## src/rtl/popcount_seq.sv

```systemverilog
// Multi-cycle population counter: counts ones or zeros of one DATA_W word,
// CHUNK_W bits per cycle, with optional early exit once the remaining bits are zero.
module popcount_seq #(
  parameter int DATA_W     = 32,
  parameter int CHUNK_W    = 8,
  parameter int EARLY_EXIT = 1
) (
  input  logic                          clk,
  input  logic                          rst_n,
  input  logic                          in_valid,
  output logic                          in_ready,
  input  logic [DATA_W-1:0]             in_data,
  input  logic                          in_mode,
  output logic                          out_valid,
  input  logic                          out_ready,
  output logic [$clog2(DATA_W+1)-1:0]   out_count,
  output logic                          out_parity,
  output logic                          out_full
);

  localparam int NCHUNK = DATA_W / CHUNK_W;
  localparam int CNT_W  = $clog2(DATA_W + 1);
  localparam int IDX_W  = $clog2(NCHUNK + 1);

  typedef enum logic [1:0] {IDLE, COUNT, DONE} state_t;

  state_t              state, state_nx;
  logic [DATA_W-1:0]   sreg, sreg_shift;
  logic [CNT_W-1:0]    acc, acc_sum;
  logic [IDX_W-1:0]    chunk;
  logic                last_chunk;

  function automatic logic [CNT_W-1:0] chunk_pop(input logic [CHUNK_W-1:0] bits);
    logic [CNT_W-1:0] s;
    s = '0;
    for (int i = 0; i < CHUNK_W; i++) s = s + CNT_W'(bits[i]);
    return s;
  endfunction

  // A single-chunk word has nothing left after the first shift.
  generate
    if (NCHUNK == 1) begin : g_single
      assign sreg_shift = '0;
    end else begin : g_multi
      assign sreg_shift = {{CHUNK_W{1'b0}}, sreg[DATA_W-1:CHUNK_W]};
    end
  endgenerate

  assign acc_sum    = acc + chunk_pop(sreg[CHUNK_W-1:0]);
  assign last_chunk = (chunk == IDX_W'(NCHUNK - 1)) ||
                      ((EARLY_EXIT != 0) && (sreg_shift == '0));

  always_ff @(posedge clk or negedge rst_n) begin
    if (!rst_n) state <= IDLE;
    else        state <= state_nx;
  end

  always_comb begin
    state_nx = state;
    in_ready = 1'b0;
    case (state)
      IDLE: begin
        in_ready = 1'b1;
        if (in_valid) state_nx = COUNT;
      end
      COUNT:   if (last_chunk) state_nx = DONE;
      DONE:    if (out_ready)  state_nx = IDLE;
      default: state_nx = IDLE;
    endcase
  end

  always_ff @(posedge clk or negedge rst_n) begin
    if (!rst_n) begin
      sreg       <= '0;
      acc        <= '0;
      chunk      <= '0;
      out_valid  <= 1'b0;
      out_count  <= '0;
      out_parity <= 1'b0;
      out_full   <= 1'b0;
    end else begin
      case (state)
        IDLE: begin
          if (in_valid) begin
            sreg  <= in_mode ? ~in_data : in_data;
            acc   <= '0;
            chunk <= '0;
          end
        end
        COUNT: begin
          acc   <= acc_sum;
          sreg  <= sreg_shift;
          chunk <= chunk + 1'b1;
          if (last_chunk) begin
            out_count  <= acc_sum;
            out_parity <= acc_sum[0];
            out_full   <= (acc_sum == CNT_W'(DATA_W));
            out_valid  <= 1'b1;
          end
        end
        DONE:    if (out_ready) out_valid <= 1'b0;
        default: ;
      endcase
    end
  end

endmodule

```

## config.mk

```make
export PLATFORM = sky130hd
export DESIGN_NAME = popcount_seq
export DESIGN_NICKNAME = d
export VERILOG_FILES = /design/src/rtl/popcount_seq.sv
export SDC_FILE = /design/constraint.sdc
export NUM_CORES = 1
export LEC_CHECK = 0
export ABC_AREA = 1
export CORE_MARGIN = 2
export CORE_UTILIZATION = 57
export DETAILED_ROUTE_END_ITERATION = 6
export PLACE_DENSITY = 0.94
export SYNTH_ARGS = -nofsm -noshare
export SYNTH_HDL_FRONTEND = slang
export SYNTH_SLANG_ARGS = --single-unit
```

## constraint.sdc

```tcl
create_clock -name clk -period 5.6 [get_ports clk]
set_input_delay 1.68 -clock clk [delete_from_list [all_inputs] [get_ports clk]]
set_output_delay 1.68 -clock clk [all_outputs]
set_load 0.02 [all_outputs]
```

==> results.sh <==
export IMPL_status="complete, no violations"
export IMPL_setup_worst_path_start_class="flop"
export IMPL_hold_violations=0
export IMPL_clock_fmax_mhz=283.9
export IMPL_r2r_start="sreg[0]$_DFFE_PN0P_"
export IMPL_max_vdd_ir_drop_mv=0.3244
export IMPL_whs_ps=487.8
export IMPL_yosysWarningCount=0
export IMPL_clock_path_buffers=2
export IMPL_first_pass_iters=4
export IMPL_hold_start="out_count[2]$_DFFE_PN0P_"
export IMPL_diodes=0
export IMPL_hold_path_end="out_count[2]$_DFFE_PN0P_"
export IMPL_rsz0062_at_grt="false"
export IMPL_grt_pass1_wl_um=9404
export IMPL_syn_avg_cell_area_um2=9.130
export IMPL_totalWireLength_um=5613
export IMPL_final_area_um2=3331
export IMPL_crit_family="adder cells"
export IMPL_r2r_slack_ps=2080
export IMPL_setup_slack_ps=2078
export IMPL_hold_depth=2
export IMPL_yosysSeqAreaShare_pct=45.68
export IMPL_ios=47
export IMPL_netlist_instances=306
export IMPL_slew_limit_headroom_pct=27.53
export IMPL_drv_cap=0
export IMPL_worst_path_largest_cell_delay_ps=560
export IMPL_period_minus_slack_ps=3522
export IMPL_cts_hold_buf=0
export IMPL_multi_input_area_um2=1318
export IMPL_core_um2=4723
export IMPL_worstMarginPinSlew_ps=1087
export IMPL_place_area_um2=3218
export IMPL_fin_util_pct=70.52
export IMPL_clock_sinks=51
export IMPL_drive_gt1_share_pct=6.667
export IMPL_grt_max_degree=52
export IMPL_hpwl_um=3871
export IMPL_nets=394
export IMPL_grt_pass1_vias=2130
export IMPL_overflow=0
export IMPL_report_final_slew_viol_count=0
export IMPL_num_rows=25
export IMPL_finalCritPeriodShare_pct=62.90
export IMPL_cp_data_required_time_ps=5860
export IMPL_start_util_pct=59.15
export IMPL_gp_congestion=0.8381
export IMPL_layout_commonest_cell="nand2_1"
export IMPL_fin_cells=412
export IMPL_root_buffer="clkbuf_8"
export IMPL_antenna_found_initial=0
export IMPL_r2r_end="out_full$_DFFE_PN0P_"
export IMPL_critPathMostFrequentCell="fa_1"
export IMPL_final_cell_mix="83 x nand2_1, 51 x dfrtp_1, 44 x clkdlybuf4s50_1, 33 x xnor2_1, 23 x nor2_1"
export IMPL_synth_net_count=356
export IMPL_netlist_area_um2=2794
export IMPL_path_class="reg -> reg"
export IMPL_route_detailed_drc=0
export IMPL_dr_first_iter_drc_count=156
export IMPL_grt_use_total_pct=22.46
export IMPL_clk_latency_ps=310
export IMPL_area_sequential_um2=1276
export IMPL_numCtsBuffers=5
export IMPL_hp_class="reg -> reg"
export IMPL_fillers=361
export IMPL_ys_types=24
export IMPL_area_delta_synth_final_pct=19.21
export IMPL_routedWlPerCell_um=13.62
export IMPL_vias_per_cell=5.301
export IMPL_port_buffers=46
export IMPL_skew_ps=3.386
export IMPL_crit_path_end_kind="flop"
export IMPL_cts_tree="built"
export IMPL_p_leak_nw=1.461
export IMPL_die_h_um=74.01
export IMPL_die_w_um=74.01
export IMPL_cp_max_fo=3
export IMPL_clkSlewWorstSetupHoldPaths_ps=90
export IMPL_setup_viol=0
export IMPL_synth_seq_cells=51
export IMPL_r2r_cells=12
export IMPL_final_antenna_net_count=0
export IMPL_dpl_cell_count=404
export IMPL_h_tree_depth=2
export IMPL_crit_arrival_ps=3780
export IMPL_postCtsSetupBuffers=0
export IMPL_place_ws_ps=1821
export IMPL_powerDensity_nw_per_um2=653.3
export IMPL_via_count=2184
export IMPL_path_cells="fa_1, inv_1, fa_1, fa_1, fa_1, fa_1, nand2_1, nor2_1, nand3_1, nor2_1, nand3_1, nand2_1"
export IMPL_cp_slowest_cell="fa_1"
export IMPL_worst_path_buf_inv=1
export IMPL_setup_tns_ps=0
export IMPL_die_area_um2=5477
export IMPL_report_power_total_mw=2.176
export IMPL_post_cts_resized=0
==> worst reg2reg max path, delay by kind of cell (launching register included) <==
family | cells | cell delay (ps)
adder cells (fa/ha/maj) | 5 | 2430
buffers and inverters | 1 | 50
flip-flops | 1 | 410
AND/OR/NAND/NOR | 6 | 580
==> synthesized netlist by cell type <==
cell type | instances | area, um2
buf_4 | 6 | 45.04
nand3_1 | 6 | 30.03
inv_1 | 20 | 75.07
clkbuf_1 | 2 | 7.510
buf_6 | 4 | 45.04
o22ai_1 | 3 | 18.77
buf_2 | 4 | 20.02
o211ai_1 | 19 | 142.6
nand2_1 | 83 | 311.6
and2_1 | 1 | 6.260
o21ai_1 | 5 | 25.02
nand2_2 | 5 | 31.28
fa_1 | 5 | 100.1
a22o_1 | 1 | 8.760
o21ai_2 | 5 | 43.79
xnor2_1 | 33 | 289.0
o21ai_0 | 9 | 45.04
dfrtp_1 | 51 | 1276
a21oi_1 | 4 | 20.02
nor2_1 | 23 | 86.33
ha_1 | 8 | 100.1
o221ai_1 | 5 | 43.79
inv_2 | 2 | 7.510
nand3b_1 | 2 | 15.01
==> flip-flops by register name (all words and copies together) (netlist names) <==
register and cells:
acc 6, chunk 3, out_count 6, out_full 1
out_valid 1, sreg 32, state 2
==> how the worst max path moves through the flow <==
stage | slack (ps) | depth (start not counted) | start | to
after floorplan | 2330 | 12 | sreg[0]$_DFFE_PN0P_ | out_full$_DFFE_PN0P_
after global placement | 1900 | 6 | in_valid | sreg[0]$_DFFE_PN0P_
after detailed placement | 1820 | 6 | in_valid | sreg[0]$_DFFE_PN0P_
after CTS | 2060 | 12 | sreg[0]$_DFFE_PN0P_ | out_full$_DFFE_PN0P_
after global routing | 1900 | 12 | sreg[0]$_DFFE_PN0P_ | out_full$_DFFE_PN0P_
final | 2080 | 12 | sreg[0]$_DFFE_PN0P_ | out_full$_DFFE_PN0P_
==> kinds of logic (layout without fill, tap and decap cells) <==
family	Yosys count	in the layout	synth area share [%]
adders and majority gates	13	13	7.166
DFF	51	51	45.68
and+or+nand+nor	120	120	17.20
AOI/OAI and AO/OA	51	51	12.45
xor gates and xnor gates	33	33	10.34
buffers and inverters	38	77	7.165
==> layout make-up <==
class,count,share of cell area (%)
clock buffer,5,2.066
clock inverter,3,1.315
inverter,22,2.479
multi-input combinational,217,39.56
sequential,51,38.32
tap,67,2.517
timing repair buffer,47,13.75
==> report_power, final <==
part           internal (mW)  switching [mW]  total (mW)
combinational          0.511           0.759        1.27
sequential             0.539           0.105       0.644
clock                  0.133           0.129       0.262
==> routing by layer <==
metal  vias up  wire, um  GRT usage (%)
li1       1060         -              -
met1      1054      2364          27.80
met2        59      2888          39.09
met3        11       258          4.472
met4         0       101          8.283
met5         -         0              0
No activity file was read; power rests on OpenSTA's default activity.
